==> src/rtl/hazard_ctrl_if.sv <==
// Control bundle between the 5-stage pipeline datapath and the hazard controller.
// The datapath side is master; hazard_ctrl is slave.
interface hazard_ctrl_if #(
    parameter int CNT_W = 16
);
    logic [31:0]      instr_D;
    logic [31:0]      instr_X;
    logic             RegWEn_X;
    logic             br_taken_X;
    logic             mdu_done;
    logic             mdu_start;
    logic             stall_F;
    logic             stall_D;
    logic             stall_X;
    logic             flush_D;
    logic             flush_X;
    logic             flush_M;
    logic [CNT_W-1:0] stall_cnt;

    modport master (
        output instr_D, instr_X, RegWEn_X, br_taken_X, mdu_done,
        input  mdu_start, stall_F, stall_D, stall_X, flush_D, flush_X, flush_M, stall_cnt
    );

    modport slave (
        input  instr_D, instr_X, RegWEn_X, br_taken_X, mdu_done,
        output mdu_start, stall_F, stall_D, stall_X, flush_D, flush_X, flush_M, stall_cnt
    );
endinterface

==> src/rtl/hazard_ctrl.sv <==
// Hazard controller: load-use stall, branch redirect flush, and MDU start/done hold,
// plus a saturating count of cycles with the PC held.
module hazard_ctrl #(
    parameter int CNT_W = 16
) (
    input  logic        clk,
    input  logic        rst,
    hazard_ctrl_if.slave bus
);
    typedef enum logic {RUN, MDU_WAIT} state_t;

    localparam logic [31:0] MASK_OPC  = 32'h0000_007F;
    localparam logic [31:0] MASK_F7   = 32'hFE00_0000;
    localparam logic [31:0] OPC_LOAD  = 32'h0000_0003;
    localparam logic [31:0] OPC_OP    = 32'h0000_0033;
    localparam logic [31:0] OPC_STORE = 32'h0000_0023;
    localparam logic [31:0] OPC_BR    = 32'h0000_0063;
    localparam logic [31:0] OPC_LUI   = 32'h0000_0037;
    localparam logic [31:0] OPC_AUIPC = 32'h0000_0017;
    localparam logic [31:0] OPC_JAL   = 32'h0000_006F;
    localparam logic [31:0] MDU_MATCH = 32'h0200_0033;
    localparam logic [CNT_W-1:0] CNT_MAX = '1;

    state_t           state_q, state_d;
    logic [CNT_W-1:0] stall_cnt_q, stall_cnt_d;

    logic [31:0] opc_word_D;
    logic [4:0]  rs1_D, rs2_D, rd_X;
    logic        rs1_used, rs2_used;
    logic        is_load_X, is_mdu_X, load_use;

    logic mdu_start, stall_F, stall_D, stall_X, flush_D, flush_X, flush_M;

    // Opcodes are compared as whole masked words so every instruction bit is referenced.
    assign opc_word_D = bus.instr_D & MASK_OPC;
    assign rs1_D      = bus.instr_D[19:15];
    assign rs2_D      = bus.instr_D[24:20];
    assign rd_X       = bus.instr_X[11:7];

    assign rs1_used  = !(opc_word_D inside {OPC_LUI, OPC_AUIPC, OPC_JAL});
    assign rs2_used  = opc_word_D inside {OPC_OP, OPC_STORE, OPC_BR};
    assign is_load_X = (bus.instr_X & MASK_OPC) == OPC_LOAD;
    assign is_mdu_X  = (bus.instr_X & (MASK_F7 | MASK_OPC)) == MDU_MATCH;

    assign load_use = is_load_X && bus.RegWEn_X && (rd_X != 5'd0) &&
                      ((rs1_used && (rs1_D == rd_X)) || (rs2_used && (rs2_D == rd_X)));

    always_ff @(posedge clk or posedge rst) begin
        if (rst) begin
            state_q     <= RUN;
            stall_cnt_q <= '0;
        end else begin
            state_q     <= state_d;
            stall_cnt_q <= stall_cnt_d;
        end
    end

    always_comb begin
        state_d = state_q;
        case (state_q)
            RUN:      if (!bus.br_taken_X && is_mdu_X) state_d = MDU_WAIT;
            MDU_WAIT: if (bus.mdu_done)                state_d = RUN;
            default:                                   state_d = RUN;
        endcase
    end

    // Branch squashes the D instruction, so it outranks both MDU launch and load-use.
    always_comb begin
        mdu_start = 1'b0;
        stall_F   = 1'b0;
        stall_D   = 1'b0;
        stall_X   = 1'b0;
        flush_D   = 1'b0;
        flush_X   = 1'b0;
        flush_M   = 1'b0;
        if (!rst) begin
            case (state_q)
                RUN: begin
                    if (bus.br_taken_X) begin
                        flush_D = 1'b1;
                        flush_X = 1'b1;
                    end else if (is_mdu_X) begin
                        mdu_start = 1'b1;
                        stall_F   = 1'b1;
                        stall_D   = 1'b1;
                        stall_X   = 1'b1;
                        flush_M   = 1'b1;
                    end else if (load_use) begin
                        stall_F = 1'b1;
                        stall_D = 1'b1;
                        flush_X = 1'b1;
                    end
                end
                MDU_WAIT: begin
                    if (!bus.mdu_done) begin
                        stall_F = 1'b1;
                        stall_D = 1'b1;
                        stall_X = 1'b1;
                        flush_M = 1'b1;
                    end
                end
                default: ;
            endcase
        end
    end

    always_comb begin
        stall_cnt_d = stall_cnt_q;
        if (stall_F && (stall_cnt_q != CNT_MAX)) stall_cnt_d = stall_cnt_q + 1'b1;
    end

    assign bus.mdu_start = mdu_start;
    assign bus.stall_F   = stall_F;
    assign bus.stall_D   = stall_D;
    assign bus.stall_X   = stall_X;
    assign bus.flush_D   = flush_D;
    assign bus.flush_X   = flush_X;
    assign bus.flush_M   = flush_M;
    assign bus.stall_cnt = stall_cnt_q;
endmodule

==> src/flat_wrapper.sv <==
// flat-port wrapper written by rule: the top's interface ports become plain ports
module hazard_ctrl_flat 
#(
    parameter int CNT_W = 16
)
  (clk, rst, bus_instr_D, bus_instr_X, bus_RegWEn_X, bus_br_taken_X, bus_mdu_done, bus_mdu_start, bus_stall_F, bus_stall_D, bus_stall_X, bus_flush_D, bus_flush_X, bus_flush_M, bus_stall_cnt);
  hazard_ctrl_if #(.CNT_W(CNT_W)) bus_i ();
  input  logic clk;
  input  logic rst;
  input wire logic [$bits(bus_i.instr_D)-1:0] bus_instr_D;
  input wire logic [$bits(bus_i.instr_X)-1:0] bus_instr_X;
  input wire logic [$bits(bus_i.RegWEn_X)-1:0] bus_RegWEn_X;
  input wire logic [$bits(bus_i.br_taken_X)-1:0] bus_br_taken_X;
  input wire logic [$bits(bus_i.mdu_done)-1:0] bus_mdu_done;
  output wire logic [$bits(bus_i.mdu_start)-1:0] bus_mdu_start;
  output wire logic [$bits(bus_i.stall_F)-1:0] bus_stall_F;
  output wire logic [$bits(bus_i.stall_D)-1:0] bus_stall_D;
  output wire logic [$bits(bus_i.stall_X)-1:0] bus_stall_X;
  output wire logic [$bits(bus_i.flush_D)-1:0] bus_flush_D;
  output wire logic [$bits(bus_i.flush_X)-1:0] bus_flush_X;
  output wire logic [$bits(bus_i.flush_M)-1:0] bus_flush_M;
  output wire logic [$bits(bus_i.stall_cnt)-1:0] bus_stall_cnt;
  assign bus_i.instr_D = bus_instr_D;
  assign bus_i.instr_X = bus_instr_X;
  assign bus_i.RegWEn_X = bus_RegWEn_X;
  assign bus_i.br_taken_X = bus_br_taken_X;
  assign bus_i.mdu_done = bus_mdu_done;
  assign bus_mdu_start = bus_i.mdu_start;
  assign bus_stall_F = bus_i.stall_F;
  assign bus_stall_D = bus_i.stall_D;
  assign bus_stall_X = bus_i.stall_X;
  assign bus_flush_D = bus_i.flush_D;
  assign bus_flush_X = bus_i.flush_X;
  assign bus_flush_M = bus_i.flush_M;
  assign bus_stall_cnt = bus_i.stall_cnt;
  hazard_ctrl #(.CNT_W(CNT_W)) u_core (.clk(clk), .rst(rst), .bus(bus_i));
endmodule
==> config.mk <==
export PLATFORM = sky130hd
export DESIGN_NAME = hazard_ctrl_flat
export DESIGN_NICKNAME = d
export VERILOG_FILES = /design/src/rtl/hazard_ctrl_if.sv /design/src/rtl/hazard_ctrl.sv /design/src/flat_wrapper.sv
export SDC_FILE = /design/constraint.sdc
export NUM_CORES = 1
export LEC_CHECK = 0
export CAP_MARGIN = 20
export CORE_MARGIN = 10
export CORE_UTILIZATION = 37
export DETAILED_ROUTE_END_ITERATION = 12
export HOLD_SLACK_MARGIN = 0.02
export PLACE_DENSITY = 0.86
export SLEW_MARGIN = 20
export SYNTH_ARGS = -nofsm -noshare
export SYNTH_HDL_FRONTEND = slang
export SYNTH_SLANG_ARGS = --single-unit
==> constraint.sdc <==
create_clock -name clk -period 4.5 [get_ports clk]
set_input_delay 0.675 -clock clk [delete_from_list [all_inputs] [get_ports clk]]
set_output_delay 0.675 -clock clk [all_outputs]
set_load 0.01 [all_outputs]
Word level (Yosys, flattened, before mapping)
Cells that the tools add are included.
{"block": "totals", "input_bits": 69, "regBits": 17, "word_cells": 49}
{"block": "op_classes", "addsub": 1, "reduce_logical": 13, "n_eq_ne": 11, "n_mux": 21, "n_bitwise": 1}
{"operator": "== test 7 x 6 -> 1 bit (second input constant)", "count": 3}
{"operator": "2-to-1 mux 1 bit", "count": 18}
{"operator": "adder 16 x 1 -> 16 bit (second input constant)", "count": 1}
{"operator": "!= test 16 bit (second input constant)", "count": 1}
{"operator": "== test 14 x 8 -> 1 bit (second input constant)", "count": 1}
{"operator": "== test 7 bit (second input constant)", "count": 2}
{"operator": "== test 5 bit", "count": 2}
{"operator": "== test 7 x 2 -> 1 bit (second input constant)", "count": 1}
{"operator": "== test 7 x 5 -> 1 bit (second input constant)", "count": 1}
{"operator": "logical AND 1 bit", "count": 7}
{"operator": "one-hot mux 1 bit (2 select lines)", "count": 3}
{"operator": "nonzero test 3 bit", "count": 2}
{"operator": "nonzero test 5 bit", "count": 1}
{"operator": "logical NOT 1 bit", "count": 2}
{"operator": "logical OR 1 bit", "count": 1}
{"operator": "NOT 1 bit", "count": 1}

Longest topological paths before layout
Gate-level depths: netlist of the first run.
{"block": "depth", "word_depth": 12, "mapped_depth": 7, "mapped_depth_nobuf": 7}

Worst setup path before layout of the first run
OpenSTA, ideal clock, no wires.
{"block": "synth_timing", "path_kind": "input -> output", "startpoint": "input bus_instr_X[7]", "endpoint": "output bus_stall_F", "path_buffers": 2, "cell_stages": 7, "t_required_ns": 3.825, "arrival_time_ns": 2.224, "slack_ns": 1.601, "cell_sequence": "or4_1 o211ai_1 or2_1 o32a_4 buf_6 nand2_1 buf_4"}
{"block": "synth_via", "elab_chain_cells": 9, "word_cells_on_any_way": 13, "classes_between": "2 x eq/ne; 5 x mux; 6 x reduce/logical"}
{"element": "from (decl)", "line": "flat_wrapper.sv:11", "text": "input wire logic [$bits(bus_i.instr_X)-1:0] bus_instr_X;"}
{"element": "== test 5 bit", "line": "hazard_ctrl.sv:46", "text": "((rs1_used && (rs1_D == rd_X)) || (rs2_used && (rs2_D == rd_X)));"}
{"element": "logical AND 1 bit", "line": "hazard_ctrl.sv:46"}
{"element": "logical OR 1 bit", "line": "hazard_ctrl.sv:46"}
{"element": "logical AND 1 bit (*)", "line": "hazard_ctrl.sv:45", "text": "assign load_use = is_load_X && bus.RegWEn_X && (rd_X != 5'd0) &&"}
{"element": "2-to-1 mux 1 bit (*) (3 in a row)"}
{"element": "one-hot mux 1 bit (2 select lines) (*)"}
{"element": "2-to-1 mux 1 bit (*)"}
{"element": "to (decl)", "line": "flat_wrapper.sv:16", "text": "output wire logic [$bits(bus_i.stall_F)-1:0] bus_stall_F;"}
Mark *: on every way between the ends. The rest lies on a longest branch, timed or not.

Final worst setup path of the first run
{"block": "layout_timing", "startpoint": "input bus_instr_X[7]", "endpoint": "output bus_stall_D"}
{"block": "layout_via", "elab_chain_cells": 9, "word_cells_on_any_way": 13, "classes_between": "2 x eq/ne; 5 x mux; 6 x reduce/logical"}
{"element": "== test 5 bit", "line": "hazard_ctrl.sv:46"}
{"element": "logical AND 1 bit", "line": "hazard_ctrl.sv:46"}
{"element": "logical OR 1 bit", "line": "hazard_ctrl.sv:46"}
{"element": "logical AND 1 bit (*)", "line": "hazard_ctrl.sv:45"}
{"element": "2-to-1 mux 1 bit (*)", "line": "hazard_ctrl.sv:88", "text": "end else if (load_use) begin"}
{"element": "2-to-1 mux 1 bit (*)", "line": "hazard_ctrl.sv:82", "text": "end else if (is_mdu_X) begin"}
{"element": "2-to-1 mux 1 bit (*)", "line": "hazard_ctrl.sv:79", "text": "if (bus.br_taken_X) begin"}
{"element": "one-hot mux 1 bit (2 select lines) (*)", "line": "hazard_ctrl.sv:77", "text": "case (state_q)"}
{"element": "2-to-1 mux 1 bit (*)", "line": "hazard_ctrl.sv:76", "text": "if (!rst) begin"}
{"element": "to (decl)", "line": "flat_wrapper.sv:17", "text": "output wire logic [$bits(bus_i.stall_D)-1:0] bus_stall_D;"}
Marks and branches as above.

==> results.toml, run 1 <==
[synthesis]
syn_avg_cell_area_um2 = 9.950
ys_types = 39
synth-edff-count = 0
synth_seq_area_share = 0.3393
postSynthCellCount = 126
syn_nets = 196
netlist_area_mm2 = 0.001254
ys.flop_type = "dfrtp_1"
ys_ff_latch = 17
synth_warnings = 0
async_flop_share = 1.000
yosys-top-cells-area = "dfrtp_1 (34%), xor2_1 (11%), a211oi_2 (8.0%)"
yosysTopAreaCellShare = 0.3393
yosysTopAreaCell = "dfrtp_1"

[power]
p_leak_nw = 0.7806
p_per_area_mw_per_mm2 = 152.1
ir_drop_mv = 0.06848

[critical_path]
r2r_slack_ps = 2280
r2r-start = "u_core.state_q"
r2r_end = "u_core.bus.stall_cnt[1]"
cp_max_fo = 16
crit_arrival_ps = 3060
crit_required_ps = 3830
r2r_cells = 5
critical_path_class = "in2out"
crit_path_end_kind = "output port"
start_kind = "primary input"

[floorplanning]
die_area_mm2 = 0.006117
core_mm2 = 0.003311
die_w_um = 78.21
die_h_um = 78.21
row_count = 21
initial_core_util = 0.3787
ios = 92

[route]
avgViaCountPerCell = 5.110
ant_nets = 0
drc = 0
finalWirelength_um = 3481
num_vias = 1206
drt_iter0_markers = 102
wire_per_inst_um = 14.75
first_pass_iters = 4

[global_route]
first_global_vias = 1284
antenna_found_initial = 0
grt_max_degree = 19
grt_usage = 0.1136
grt_pass1_wl_um = 5878
grt-ovfl-total = 0

[sta]
setup_tns_ps = 0
fmax_ghz = 0.2678
relSlewSlack = 0.7002
setup_violations = 0
whs_ps = 498.4
hold_viol = 0
drv_slew = 0
max_slew.worst_pin.slew_ps = 448.1
fin_crit_ps = 3733
finClkSkew_ps = 0.8729
period_share = 0.8297
grt_setup_unrepaired = "false"
worst_slack_ps = 766.5

[worst_hold_path]
min_path_cells = 1
min-delay-start = "u_core.bus.stall_cnt[5]"
hp-class = "reg2reg"
hold_end = "u_core.bus.stall_cnt[5]"

[run_status]
status = "completed"

[clock_tree]
htree_levels = 1
clock_sinks = 17
clock_path_buffers = 2
cts_root_buf = "clkbuf_4"
cts_hold_buffers = 0
cts_tree = "done"
clk_pin_slew_ps = 90
cts_resized = 0
clk_latency_ps = 290
cts_setup_buffers = 0
numCtsBuffers = 3

[layout]
syn2layout_area_growth_pct = 55.19
num_antenna_cells = 0
final_nets = 261
drive_gt1_frac = 0.1105

[job]
cap_viol_max_count = 0

[placed_design]
dp_slack_ps = 746.7
portBuffers = 63
gp_congestion = 0.8237
layer usage:
metal,vias to the layer above,wire length (um),GRT usage
met5,-,0,0
met1,552,1329,0.1229
li1,590,-,-
met3,5,463,0.06606
met4,0,58,0.04301
met2,59,1630,0.1801
power breakdown:
group	total, W	switching [W]	internal [W]
Clock	0.0000820	0.0000474	0.0000345
Combinational	0.0000611	0.0000192	0.0000419
Sequential	0.000153	0.0000000818	0.000153
cell families (layout without fill, tap and decap cells):
family                   after synthesis  in the layout  share of synthesized area
AO/OA/AOI/OAI                         25             25                     0.1916
XOR/XNOR                              21             21                     0.1467
adder cells (fa/ha/maj)                1              1                   0.009978
buffers and inverters                  8             72                    0.03592
flip-flops                            17             17                     0.3393
multiplexers                           6              6                    0.05289
AND/OR/NAND/NOR                       48             48                     0.2236
cell usage after synthesis (2+ instances only):
cell type / number
a211oi_2: 8
a21oi_1: 6
and3_1: 3
buf_4: 2
dfrtp_1: 17
inv_1: 4
mux2_2: 5
nand2_1: 8
nand3_1: 10
nand4_1: 4
nor2_1: 5
nor3_1: 2
nor4b_1: 3
nor4bb_1: 2
o21ai_0: 4
xnor2_1: 5
xor2_1: 16
flip-flops by register name (all words and copies together) (netlist names):
signal,cells
u_core.state_q,1
u_core.bus.stall_cnt,16
layout by cell type, fill, tap and decap left out, types with 4 or more instances in the layout:
master,n
nand2_1,8
clkdlybuf4s50_1,63
dfrtp_1,17
o21ai_0,4
nor2_1,5
a211oi_2,8
xnor2_1,5
inv_1,4
a21oi_1,6
xor2_1,16
mux2_2,5
nand3_1,10
nand4_1,4
worst max path at each step:
stage | cells after the start | slack [ps] | start | to
3_3_place_gp | 7 | 780 | bus_instr_X[7] | bus_stall_D
6_report | 7 | 770 | bus_instr_X[7] | bus_stall_D
3_5_place_dp | 7 | 750 | bus_instr_X[7] | bus_stall_D
5_1_grt | 7 | 630 | bus_instr_X[7] | bus_stall_D
2_1_floorplan | 7 | 1600 | bus_instr_X[7] | bus_stall_F
4_1_cts | 7 | 750 | bus_instr_X[7] | bus_stall_D
metrics by stage:
stage | power (W) | utilization | cells | cell area, um^2
after floorplan | 0.0001729 | - | 126 | 1254
after global placement | 0.0002166 | 0.5797 | 232 | 1919
after detailed placement | 0.0002176 | 0.5797 | 232 | 1919
after CTS | 0.0002997 | 0.5877 | 236 | 1946
after global routing | 0.0003144 | 0.5877 | 236 | 1946
final | 0.0002959 | 0.5877 | 236 | 1946
area by class of cell:
class | count | area [um^2]
Clock buffer | 4 | 26.28
Fill cell | 306 | 1365
Inverter | 4 | 15.01
Multi-Input combinational cell | 101 | 783.3
Sequential cell | 17 | 425.4
Tap cell | 46 | 57.56
Timing Repair Buffer | 64 | 638.1
critical path, stage by stage:
cell and delay (ps):
clkdlybuf4s50_1 470, or4_1 530, o211ai_1 280, or2_1 160
o32a_4 320, nand2_1 100, clkdlybuf4s50_1 510
Note: power is estimated with default switching activity, not from simulation.
==> run 2: changes to the inputs <==
- CORE_UTILIZATION: 37 -> 31
- PLACE_DENSITY: 0.86 -> 0.77
- clock period: 4.5 -> 3.2 ns (I/O delays scaled with it)
==> results.toml, run 2 (synthesis gave the netlist of run 1 again) <==
[floorplanning]
die_area_mm2 = 0.006988
ios = 92
core_mm2 = 0.003943
die_h_um = 83.60
initial_core_util = 0.3180
die_w_um = 83.60
row_count = 23

[critical_path]
crit_required_ps = 2720
r2r-start = "u_core.state_q"
r2r_cells = 6
start_kind = "primary input"
worst-path-buf-inv = 2
r2r_slack_ps = 910
critical_path_class = "in2out"
max_stage_delay_ps = 540
cp_top_family = "buffers and inverters"
cp_cell_sequence = "clkdlybuf4s50_1 > xor2_1 > nor4b_1 > nand4_1 > o31a_1 > o21bai_1 > and3_1 > clkdlybuf4s50_1"
cp_common_cell = "clkdlybuf4s50_1"
crit_start = "bus_instr_X[11]"
crit_arrival_ps = 2530
crit_path_end_kind = "output port"
cp_max_fo = 3
r2r_end = "u_core.bus.stall_cnt[1]"
crit_slowest_cell = "clkdlybuf4s50_1"

[power]
p_sw_frac = 0.2105
ir_drop_mv = 0.1191
p_per_area_mw_per_mm2 = 229.8
p_switching_w = 0.00009659
internal_power_w = 0.0003623
total_power_w = 0.0004589
power.share.clock = 0.346
p_comb_frac = 0.186
seqPwrFrac = 0.469
p_leak_nw = 0.8383

[sta]
setup_tns_ps = 0
relSlewSlack = 0.7885
setup_violations = 0
max_slew.worst_pin.slew_ps = 314.8
fmax_ghz = 0.3322
finClkSkew_ps = 3.833
fin_crit_ps = 3010
drv_slew = 0
period_share = 0.9407
grt_setup_unrepaired = "false"
hold_viol = 0

[layout]
layout_common_cells = "clkdlybuf4s50_1 (61), dfrtp_1 (17), xor2_1 (16), nand3_1 (10)"
largest_reg_flops = 16
num_antenna_cells = 0
fin_cells = 243
syn2layout_area_growth_pct = 59.28
final_common_cell = "clkdlybuf4s50_1"
final_nets = 264
multi_input_area_um2 = 783.3
fill_cells = 345
drive_gt1_frac = 0.1244
ff_latch_area_um2 = 425.4
final_core_utilization = 0.5065

[global_route]
grt_pass1_wl_um = 5789
antenna_found_initial = 0
first_global_vias = 1313
grt_max_degree = 18
grt_usage = 0.09444
grt-ovfl-total = 0

[clock_tree]
cts_tree = "done"
cts_hold_buffers = 0
clock_path_buffers = 2
cts_root_buf = "clkbuf_8"
clk_latency_ps = 250
clock_sinks = 17
numCtsBuffers = 3
cts_setup_buffers = 0
clk_pin_slew_ps = 60
htree_levels = 1

[run_status]
status = "completed"

[route]
num_vias = 1199
wire_per_inst_um = 14.07
first_pass_iters = 4
drc = 0
finalWirelength_um = 3418
drt_iter0_markers = 106
ant_nets = 0
avgViaCountPerCell = 4.934

[worst_hold_path]
min_path_cells = 1
hp-class = "reg2reg"
min-delay-start = "u_core.bus.stall_cnt[5]"
hold_end = "u_core.bus.stall_cnt[5]"

[placed_design]
placedCellCount = 239
hpwl_um = 2871
gp_congestion = 0.8209
portBuffers = 63

[job]
cap_viol_max_count = 0
[run 2: worst reg2reg max path, stage by stage (launching register included)]
cell and delay [ps]:
dfrtp_1 420, a211o_1 310, or3_1 320, o32a_4 330
buf_4 210, a21oi_1 240, mux2_2 360
[run 2: timing repair]
action                                  4_1_cts  5_1_grt
endpoints found under the hold margin         0        0
gates resized for setup                       0        2
endpoints found under the setup margin        0        2
[run 2: area by class of cell]
type                            instances  area share
Multi-Input combinational cell        101      0.3922
Timing Repair Buffer                   67      0.3333
Sequential cell                        17      0.2130
Tap cell                               50     0.03133
Clock buffer                            4     0.02256
Inverter                                4    0.007519
[run 2: how the worst max path moves through the flow]
stage / slack, ps / to / cells past startpoint
3_3_place_gp: 110 / bus_stall_F / 7
2_1_floorplan: 690 / bus_stall_F / 7
5_1_grt: 30 / bus_flush_X / 8
3_5_place_dp: 90 / bus_stall_F / 7
4_1_cts: 90 / bus_stall_F / 7
6_report: 190 / bus_flush_X / 8
[run 2: per-layer routing]
metal | global-route usage | share of wire | wire [um]
met1 | 0.09989 | 0.39 | 1338
met2 | 0.1638 | 0.49 | 1675
met3 | 0.03613 | 0.10 | 349
met4 | 0.03805 | 0.016 | 53
met5 | 0 | 0 | 0
[run 2: per-stage QoR]
step / hold WS (ps) / setup slack [ps] / instance area, um^2
2_1_floorplan: 421.8 / 690.8 / 1254
4_1_cts: 496.8 / 93.42 / 1992
6_report: 493.8 / 189.7 / 1997
3_5_place_dp: 488.0 / 93.42 / 1947
5_1_grt: 523.2 / 34.57 / 1997
3_3_place_gp: 480.7 / 107.8 / 1947
[run 2: power groups by stage]
stage | registers [W] | logic (W) | clock network [W]
after floorplan | 0.000219 | 0.0000240 | 0
after global placement | 0.000219 | 0.0000854 | 0
after detailed placement | 0.000219 | 0.0000865 | 0
after CTS | 0.000215 | 0.0000864 | 0.000166
after global routing | 0.000215 | 0.0000946 | 0.000171
final | 0.000215 | 0.0000852 | 0.000159
==> run 3: changes to the inputs <==
- CTS_CLUSTER_DIAMETER: unset -> 60
==> results of run 3 <==
Final layout, timing and power as in run 2 (identical DEF).
